<file path="src/rtl/if_fetch.sv">
// Instruction fetch unit: issues word-aligned bus requests under a credit limit,
// tags them with their PC, and buffers returned instructions for decode.
module if_fetch #(
  parameter int CPU_WIDTH = 32,
  parameter int DEPTH     = 2
) (
  input  logic                 clk,
  input  logic                 rst_n,
  input  logic                 jtag_reset_flag_i,
  input  logic [CPU_WIDTH-1:0] pc_i,
  input  logic                 flush_i,
  output logic                 pc_advance_o,
  output logic                 pc_stall_o,
  output logic                 ibus_req_o,
  output logic [CPU_WIDTH-1:0] ibus_addr_o,
  input  logic                 ibus_gnt_i,
  input  logic                 ibus_rvalid_i,
  input  logic [CPU_WIDTH-1:0] ibus_rdata_i,
  output logic                 inst_valid_o,
  output logic [CPU_WIDTH-1:0] inst_o,
  output logic [CPU_WIDTH-1:0] inst_pc_o,
  input  logic                 inst_ready_i
);

  localparam int AW = $clog2(DEPTH);
  localparam int CW = $clog2(DEPTH + 1);
  localparam logic [CW:0] DEPTH_C = (CW + 1)'(DEPTH);

  logic [CW-1:0]        out_cnt, disc_cnt, fifo_cnt;
  logic [AW-1:0]        tag_wr, tag_rd, fifo_wr, fifo_rd;
  logic [CPU_WIDTH-1:0] tag_mem  [DEPTH];
  logic [CPU_WIDTH-1:0] pc_mem   [DEPTH];
  logic [CPU_WIDTH-1:0] data_mem [DEPTH];
  logic [CW:0]          credit_used;
  logic                 grant, resp, drop, push, pop;
  logic                 unused_pc_lsb;

  // Credit counts registered state only, so a decode pop frees a slot one cycle later.
  assign credit_used   = {1'b0, out_cnt} + {1'b0, fifo_cnt};
  assign ibus_req_o    = ~flush_i & (credit_used < DEPTH_C);
  assign ibus_addr_o   = {pc_i[CPU_WIDTH-1:2], 2'b00};
  assign unused_pc_lsb = ^pc_i[1:0];

  assign grant        = ibus_req_o & ibus_gnt_i;
  assign pc_advance_o = grant;
  assign pc_stall_o   = ~pc_advance_o & ~flush_i;

  assign resp = ibus_rvalid_i;
  assign drop = resp & (disc_cnt != '0);
  assign push = resp & ~drop & ~flush_i;

  // Decode handshake: the head transfers on a cycle where inst_valid_o and
  // inst_ready_i are both high; while valid and not ready the head holds.
  assign inst_valid_o = (fifo_cnt != '0);
  assign inst_o       = data_mem[fifo_rd];
  assign inst_pc_o    = pc_mem[fifo_rd];
  assign pop          = inst_valid_o & inst_ready_i & ~flush_i;

  always_ff @(posedge clk) begin
    if (grant) tag_mem[tag_wr] <= ibus_addr_o;
  end

  always_ff @(posedge clk or negedge rst_n) begin
    if (!rst_n) begin
      tag_wr   <= '0;
      tag_rd   <= '0;
      out_cnt  <= '0;
      disc_cnt <= '0;
    end else if (jtag_reset_flag_i) begin
      tag_wr   <= '0;
      tag_rd   <= '0;
      out_cnt  <= '0;
      disc_cnt <= '0;
    end else begin
      if (grant) tag_wr <= tag_wr + AW'(1);
      if (resp)  tag_rd <= tag_rd + AW'(1);
      case ({grant, resp})
        2'b10:   out_cnt <= out_cnt + CW'(1);
        2'b01:   out_cnt <= out_cnt - CW'(1);
        default: ;
      endcase
      // Everything still outstanding after a flush belongs to the old stream.
      if (flush_i)   disc_cnt <= out_cnt - CW'(resp);
      else if (drop) disc_cnt <= disc_cnt - CW'(1);
    end
  end

  always_ff @(posedge clk or negedge rst_n) begin
    if (!rst_n) begin
      fifo_wr  <= '0;
      fifo_rd  <= '0;
      fifo_cnt <= '0;
      for (int i = 0; i < DEPTH; i++) begin
        pc_mem[i]   <= '0;
        data_mem[i] <= '0;
      end
    end else if (jtag_reset_flag_i) begin
      fifo_wr  <= '0;
      fifo_rd  <= '0;
      fifo_cnt <= '0;
      for (int i = 0; i < DEPTH; i++) begin
        pc_mem[i]   <= '0;
        data_mem[i] <= '0;
      end
    end else if (flush_i) begin
      fifo_wr  <= '0;
      fifo_rd  <= '0;
      fifo_cnt <= '0;
    end else begin
      if (push) begin
        pc_mem[fifo_wr]   <= tag_mem[tag_rd];
        data_mem[fifo_wr] <= ibus_rdata_i;
        fifo_wr           <= fifo_wr + AW'(1);
      end
      if (pop) fifo_rd <= fifo_rd + AW'(1);
      case ({push, pop})
        2'b10:   fifo_cnt <= fifo_cnt + CW'(1);
        2'b01:   fifo_cnt <= fifo_cnt - CW'(1);
        default: ;
      endcase
    end
  end

endmodule

</file>
<file path="config.mk">
export PLATFORM = sky130hd
export DESIGN_NAME = if_fetch
export DESIGN_NICKNAME = d
export VERILOG_FILES = /design/src/rtl/if_fetch.sv
export SDC_FILE = /design/constraint.sdc
export NUM_CORES = 1
export LEC_CHECK = 0
export ABC_AREA = 1
export CAP_MARGIN = 20
export CORE_MARGIN = 1.5
export CORE_UTILIZATION = 25
export DETAILED_ROUTE_END_ITERATION = 12
export SKIP_LAST_GASP = 1
export SYNTH_ARGS = -nofsm -noshare
export SYNTH_HDL_FRONTEND = slang
export SYNTH_SLANG_ARGS = --single-unit
</file>
<file path="constraint.sdc">
create_clock -name clk -period 4.71 [get_ports clk]
set_input_delay 0.7065 -clock clk [delete_from_list [all_inputs] [get_ports clk]]
set_output_delay 0.7065 -clock clk [all_outputs]
set_load 0.02 [all_outputs]
</file>
* After elaboration in Yosys (flattened, before gate mapping) *
Memory sizes are Yosys's and may differ from the RTL's.
Cells that the tools add are included.

cells by class
  add/subtract/negate cells = 11
  $lt $le $gt $ge = 4
  equal/unequal tests = 5
  muxes and demuxes = 36
  bitwise gates (word level) = 13
  reduce and logical (&&, ||, !) cells = 12

operator list
  operator                                                    number
  2-to-1 mux 64 bit                                           6
  2-to-1 mux 32 bit                                           7
  bitwise mux 64 bit                                          2
  demux 32 bit (select 1 bit)                                 1
  2-to-1 mux 1 bit                                            12
  2-to-1 mux 2 bit                                            6
  nonzero test 3 bit                                          4
  nonzero test 2 bit                                          5
  AND 1 bit                                                   8
  one-hot mux 2 bit (2 select lines)                          2
  subtractor 2 x 1 -> 2 bit, second input constant            3
  adder 1 bit, second input constant                          4
  adder 2 x 1 -> 2 bit, second input constant                 2
  equality test 2 x 1 -> 1 bit, second input constant         2
  equality test 2 bit, second input constant                  2
  >= comparator 2 bit, second input constant                  2
  inverter 1 -> 2 bit                                         2
  nonzero test 4 bit                                          1
  adder 2 x 2 -> 3 bit                                        1
  less-than comparator 3 x 2 -> 1 bit, second input constant  1
  inverter 1 bit                                              3
  less-than comparator 2 x 1 -> 1 bit, second input constant  1
  inequality test 2 bit, second input constant                1
  AND reduction 2 bit                                         1
  2 further kinds                                             2

word-level totals
  register bits after elaboration = 138
  memory bits (writable) = 60
  bits of input ports = 71
  output and inout bits = 100
  word-level logic and storage cells = 93
  memories = 1

memories
  name     depth  bits a word  rd ports  clocked after memory_dff  write ports  line  text
  tag_mem  2      30           1         0                         1            31    logic [CPU_WIDTH-1:0] tag_mem [DEPTH];

* Logic depth before layout (Yosys ltp) *
Gate-level depths: netlist (run 1).

  depth in word-level cells = 9
  gate-level depth with buffers = 9
  gate-level depth less buffers = 9

* Worst setup path after synthesis (run 1) *
OpenSTA, ideal clock, no wires.

  path kind = reg-to-reg
  start point = register out_cnt[0]
  end point = memory tag_mem[1][0] (netlist name), enable pin
  setup time = 419 ps
  arrival = 2522 ps
  required time = 4291 ps
  path slack = 1769 ps
  stages on the path, launching flop included = 7
  buffers on the path = 0
  cell sequence = dfrtp_1 -> nand2_1 -> inv_1 -> fa_1 -> nor2_1 -> nand3_1 -> nor2_1

on the way
  word-level cells in the longest chain between the ends = 6

RTL lines
  element                                 line  text
  from (decl)                             29    logic [CW-1:0] out_cnt, disc_cnt, fifo_cnt;
  from (signal assigned)                  78    2'b10: out_cnt <= out_cnt + CW'(1);
  from (signal assigned)                  79    2'b01: out_cnt <= out_cnt - CW'(1);
  adder 2 x 2 -> 3 bit                    39    assign credit_used = {1'b0, out_cnt} + {1'b0, fifo_cnt};
  less-than comparator 3 x 2 -> 1 bit     40    assign ibus_req_o = ~flush_i & (credit_used < DEPTH_C);
  AND 1 bit                               40
  AND 1 bit                               44    assign grant = ibus_req_o & ibus_gnt_i;
  2-to-1 mux 1 bit                        60    if (grant) tag_mem[tag_wr] <= ibus_addr_o;
  2-to-1 mux 1 bit (implied by the code)  60
  to (decl)                               31

Every way passes these cells.

* Worst setup path after layout (run 1) *
  start point = input flush_i
  end point = output pc_stall_o

on the way
  word-level cells in the longest chain between the ends = 5

RTL lines
  element             line    text
  from (decl)         11      input logic flush_i,
  inverter 1 bit (*)  40, 46
  AND 1 bit           40
  AND 1 bit           44
  inverter 1 bit      46      assign pc_stall_o = ~pc_advance_o & ~flush_i;
  AND 1 bit (*)       46
  to (decl)           13      output logic pc_stall_o,

Every way passes the cells marked *; elsewhere a longest branch is shown, timed or not.

==> metrics.csv, run 1 <==
metric,value,unit
Max Transition Viols Final,0,
top cell type's share of synthesized area,0.399,
achievable clock frequency,298,MHz
most frequent cell after synthesis,nand2_1,
htree depth,4,
Initial Utilization,0.256,
Routability Congestion,0.760,
crit path max-delay cell type,clkdlybuf4s50_1,
M3 GR Usage,0.0255,
Vias,6078,
post-route cell area,10800,sq um
clk slew on worst S/H paths,0.06,ns
RR Endpoint,tag_mem[0][11],
Crit Path Category,in -> out,
Die Ht,186,um
Initial DRC Count,236,
Inserted Diodes,0,
status,"finished, final reports clean",
Die X,186,um
via/cell ratio,4.30,
r2r setup slk,2.05,ns
PwrDens,371,nW/um^2
total CTS buffers,17,
area grow syn2layout,28.8,%
FP Rows,66,
TritonCTS sink count,194,
max cap viols,0,
PostCTS Resize Cnt,0,
Final Hold Viols,0,
CTS tree,yes,
Period minus WS final,3.35,ns
DRC viols,0,
Synth Flop Type,dfrtp_1,
share of post-route cells with drive strength above 1,0.0937,
Total GRT Usage,0.125,
final antenna-violating net count,0,
Post-CTS Setup Bufs,0,
Worst Tran Pin Value,1.05,ns
crit path cell chain,clkdlybuf4s50_1 -> nor2_1 -> nand3_1 -> inv_1 -> nor2_1 -> clkdlybuf4s50_1,
Synth Area per Inst,10.0,sq um
Final period util,0.712,
Mapped Area,8400,sq um
CP Max Fanout,10,
YS warnings,0,
Post-synth top cells,"nand2_1, dfrtp_1, o21ai_0, inv_1, edfxtp_1",
IO Count,171,
CP Capture Type,output pin,
hold buffer count at CTS,0,
leakage power,0.00441,uW
Cell variety after synth,31,
maximum VDD drop,0.241,mV
Top Usage Layer GRT,met2,
Design Power,4010,uW
placed wire-length estimate,13100,um
RSZ-0062 raised after global routing,no,
Setup WS post-layout,1.36,ns
Worst R2R Start,out_cnt[0],
total grt overflow,0,
CP peak stage delay,0.74,ns
final WL,21100,um
antenna violations before repair,0,
Initial DRT Pass Iterations,4,
global routing usage on met2,0.209,
first-pass GRT wire length,32800,um
Worst Hold Class,in -> async,
Rel. slew slack,0.298,
dominant cells by area after synthesis,"dfrtp_1, edfxtp_1, o21ai_0, nand2_1, inv_1",
pre-CTS setup slack,1.34,ns
final setup violation count,0,
dpl cell area,10200,sq um
Worst Skew,0.0160,ns
GRT met1 Usage,0.164,
Final #Nets,1034,
startpoint types,input pin,
setup TNS,0,ns
Post-synth EDFFs,60,
Yosys reg bits,194,
number of global-route vias before repair,6143,
largest net degree at the start of global routing,106,
CTS Buffer Depth,2,
root buf cell,clkbuf_16,
Avg WL per Cell,15.0,um
Crit path required time,4.00,ns
die area,34700,sq um
Yosys top cell by area,dfrtp_1,
IO Port Bufs,164,
Worst-Skew Late Latency,0.43,ns
Post-Synthesis Cells,840,
core footprint,32800,sq um
sequential element share of the synthesized area,0.614,
worst-case reg-to-reg path depth,6,
critical path arrival,2.65,ns
asr flop ratio synth,0.691,
-- worst max path at each step --
| stage | startpoint | end | cells after the start |
|---|---|---|---|
| final | flush_i | pc_stall_o | 6 |
| after global routing | out_cnt[0] | pc_advance_o | 7 |
| after CTS | flush_i | pc_stall_o | 6 |
| after detailed placement | flush_i | pc_stall_o | 6 |
| after global placement | flush_i | pc_stall_o | 6 |
| after floorplan | out_cnt[0] | tag_mem[1][0] | 6 |
-- cell families (layout without fill, tap and decap cells) --
family / Yosys count / in the layout / synth area share
AND/OR/NAND/NOR: 241 / 241 / 0.130
adder cells (fa/ha/maj): 4 / 4 / 0.00685
AO/OA/AOI/OAI: 211 / 211 / 0.141
XOR/XNOR: 2 / 2 / 0.00209
buffers and inverters: 187 / 315 / 0.106
flip-flops: 194 / 194 / 0.614
other: 1 / 4 / 0.000447
-- worst max-delay path, delay by kind of cell --
kind / cells / cell delay (ns)
buffers and inverters: 3 / 1.46
and+or+nand+nor: 3 / 0.47
-- final cells by class --
type	instances	area (sq um)
Clock buffer	19	433
Clock inverter	12	103
Fill cell	3368	22000
Inverter	109	409
Multi-Input combinational cell	462	2380
Sequential cell	194	5160
Tap cell	442	553
Timing Repair Buffer	175	1780
-- cells in the final DEF, fill, tap and decap left out, drive strengths merged, types with 2 or more instances in the layout --
cell / instances
or2: 31
clkinvlp: 2
inv: 113
o21ai: 145
clkbuf: 19
dfrtp: 134
ha: 3
xor2: 2
edfxtp: 60
clkinv: 6
nand4: 3
nand3: 14
clkdlybuf4s50: 163
a21oi: 6
nor2: 15
buf: 12
nand2: 163
conb: 4
nand3b: 14
o22ai: 59
-- through the flow --
step | utilization | hold WS [ns] | cells
6_report | 0.330 | 0.212 | 1413
5_1_grt | 0.330 | 0.227 | 1413
4_1_cts | 0.328 | 0.438 | 1411
3_5_place_dp | 0.312 | 0.465 | 1380
3_3_place_gp | 0.311 | 0.464 | 1379
2_1_floorplan | - | 0.411 | 843
-- flip-flops by register name, indices dropped and copies added (netlist names) --
register,flops
out_cnt,2
disc_cnt,2
fifo_cnt,2
pc_mem,60
data_mem,64
tag_wr,1
fifo_rd,1
tag_mem,60
fifo_wr,1
tag_rd,1
-- report_power, final --
part | switching [uW] | internal (uW)
Sequential | 45.5 | 1860
Clock | 671 | 686
Combinational | 444 | 301
-- layer usage --
| layer | vias up | routed length [um] |
|---|---|---|
| met5 | - | 0 |
| met4 | 0 | 220 |
| met3 | 12 | 850 |
| met2 | 143 | 9770 |
| met1 | 2946 | 10300 |
| li1 | 2977 | - |
Power figures use the tool's default switching activity.
==> run 2, diff against run 1 <==
clock period = 3.1 ns   (was 4.71 ns; I/O delays follow)
==> metrics.csv, run 2 (synthesized netlist as in run 1, its figures left out) <==
metric,value,unit
TritonCTS sink count,194,
Routability Congestion,0.740,
IO Port Bufs,164,
status,"finished, final reports clean",
Inserted Diodes,0,
Rel. slew slack,0.320,
fill cell count,3340,
leakage power,0.00454,uW
FP Rows,66,
Design Power,6330,uW
Post-Layout Cell Count,1425,
most frequent cells in the layout,"nand2_1, clkdlybuf4s50_1, dfrtp_1",
setup TNS,0,ns
met2 WL,9890,um
met3 WL,963,um
Worst R2R Start,out_cnt[0],
Max Transition Viols Final,0,
die area,34700,sq um
CTS tree,yes,
max cap viols,0,
RR Endpoint,tag_mem[0][27],
final setup violation count,0,
Initial DRC Count,395,
Worst Hold Class,reg -> reg,
CTS Buffer Depth,2,
placed wire-length estimate,13900,um
Period minus WS final,2.75,ns
area grow syn2layout,31.1,%
via/cell ratio,4.31,
crit path cell chain,nand2_1 -> inv_1 -> fa_1 -> nor3_1 -> clkdlybuf4s50_1,
Crit path required time,2.63,ns
maximum VDD drop,0.358,mV
Worst Hold Depth,2,
Post-CTS Setup Bufs,0,
placed cell count,1392,
DRC viols,0,
CP peak stage delay,0.63,ns
IO Count,171,
first-pass GRT wire length,33200,um
worst-case reg-to-reg path depth,7,
Total GRT Usage,0.126,
met1 wire length,10300,um
PwrDens,575,nW/um^2
CP Max Fanout,5,
Worst Tran Pin Value,1.02,ns
Max Used Layer,met4,
Worst Skew,0.0210,ns
share of post-route cells with drive strength above 1,0.110,
largest net degree at the start of global routing,60,
root buf cell,clkbuf_16,
antenna violations before repair,0,
Die Ht,186,um
startpoint types,register,
htree depth,4,
Final #Nets,1045,
number of global-route vias before repair,6073,
Initial DRT Pass Iterations,5,
total grt overflow,0,
clk slew on worst S/H paths,0.08,ns
Crit Path Category,reg -> out,
Hold Path Sink,pc_mem[59],
largest reg by FF count,data_mem,
CP Capture Type,output pin,
Largest regs,"data_mem (64), pc_mem (60), tag_mem (60)",
r2r setup slk,1.02,ns
final WL,21300,um
RSZ-0062 raised after global routing,no,
Avg WL per Cell,15.0,um
final antenna-violating net count,0,
critical path arrival,2.29,ns
total CTS buffers,17,
crit path max-delay cell type,clkdlybuf4s50_1,
HP Start,pc_mem[59],
Initial Utilization,0.256,
max FFs per register,64,
Final Hold Viols,0,
Die X,186,um
Final period util,0.888,
core footprint,32800,sq um
Worst-Skew Late Latency,0.44,ns
Vias,6142,
achievable clock frequency,363,MHz
-- run 2: area by class of cell --
cell class | instances | area (sq um) | area share
timing repair buffer | 186 | 1880 | 0.171
clock buffer | 17 | 425 | 0.0386
clock inverter | 15 | 199 | 0.0181
tap | 442 | 553 | 0.0502
inverter | 109 | 409 | 0.0372
sequential | 194 | 5160 | 0.468
multi-input combinational | 462 | 2390 | 0.217
-- run 2: layer usage --
metal / vias to the layer above / GRT usage
met5: - / 0
met4: 0 / 0.0339
met3: 10 / 0.0224
met2: 168 / 0.205
met1: 2973 / 0.171
li1: 2991 / -
-- run 2: how the worst max path moves through the flow --
stage	depth (start not counted)	startpoint	endpoint	slack, ns
after floorplan	6	out_cnt[0]	tag_mem[1][0]	0.16
after detailed placement	7	out_cnt[0]	pc_advance_o	0.51
final	5	out_cnt[0]	ibus_req_o	0.35
after CTS	7	out_cnt[0]	pc_advance_o	0.07
after global routing	4	fifo_rd	inst_pc_o[11]	0.21
after global placement	8	out_cnt[0]	pc_stall_o	0.48
-- run 2: critical path, delay by kind of cell (launching register included) --
kind	cells	cell delay, ns
buffers and inverters	2	0.68
adders and majority gates	1	0.47
DFF	1	0.44
and+or+nand+nor	2	0.27
-- run 2: stage by stage --
step                      hold WS, ns  instance area (sq um)  utilization  setup WS [ns]
after floorplan                 0.169                   8410            -          0.159
after global placement          0.428                  10400        0.316          0.483
after detailed placement        0.430                  10400        0.316          0.511
after CTS                       0.489                  11000        0.336         0.0731
after global routing            0.504                  11000        0.336          0.207
final                           0.485                  11000        0.336          0.347
-- run 2: what timing repair did --
action                                 CTS  global route
hold buffers                             1             0
gates resized for setup                  1             3
endpoints found under the hold margin   44             0
cloned                                   0             0
setup endpoints to repair                2             2
-- run 2: power by group --
group	total [uW]	switching (uW)	internal [uW]
registers	2900	73.3	2830
clock network	2270	1160	1120
logic	1150	678	475
total	6330	1910	4420
==> run 3, diff against run 2 <==
CTS_CLUSTER_SIZE = 8   (was not set)
==> results of run 3 <==
The final DEF is identical to that of run 2; final timing and power are the same.
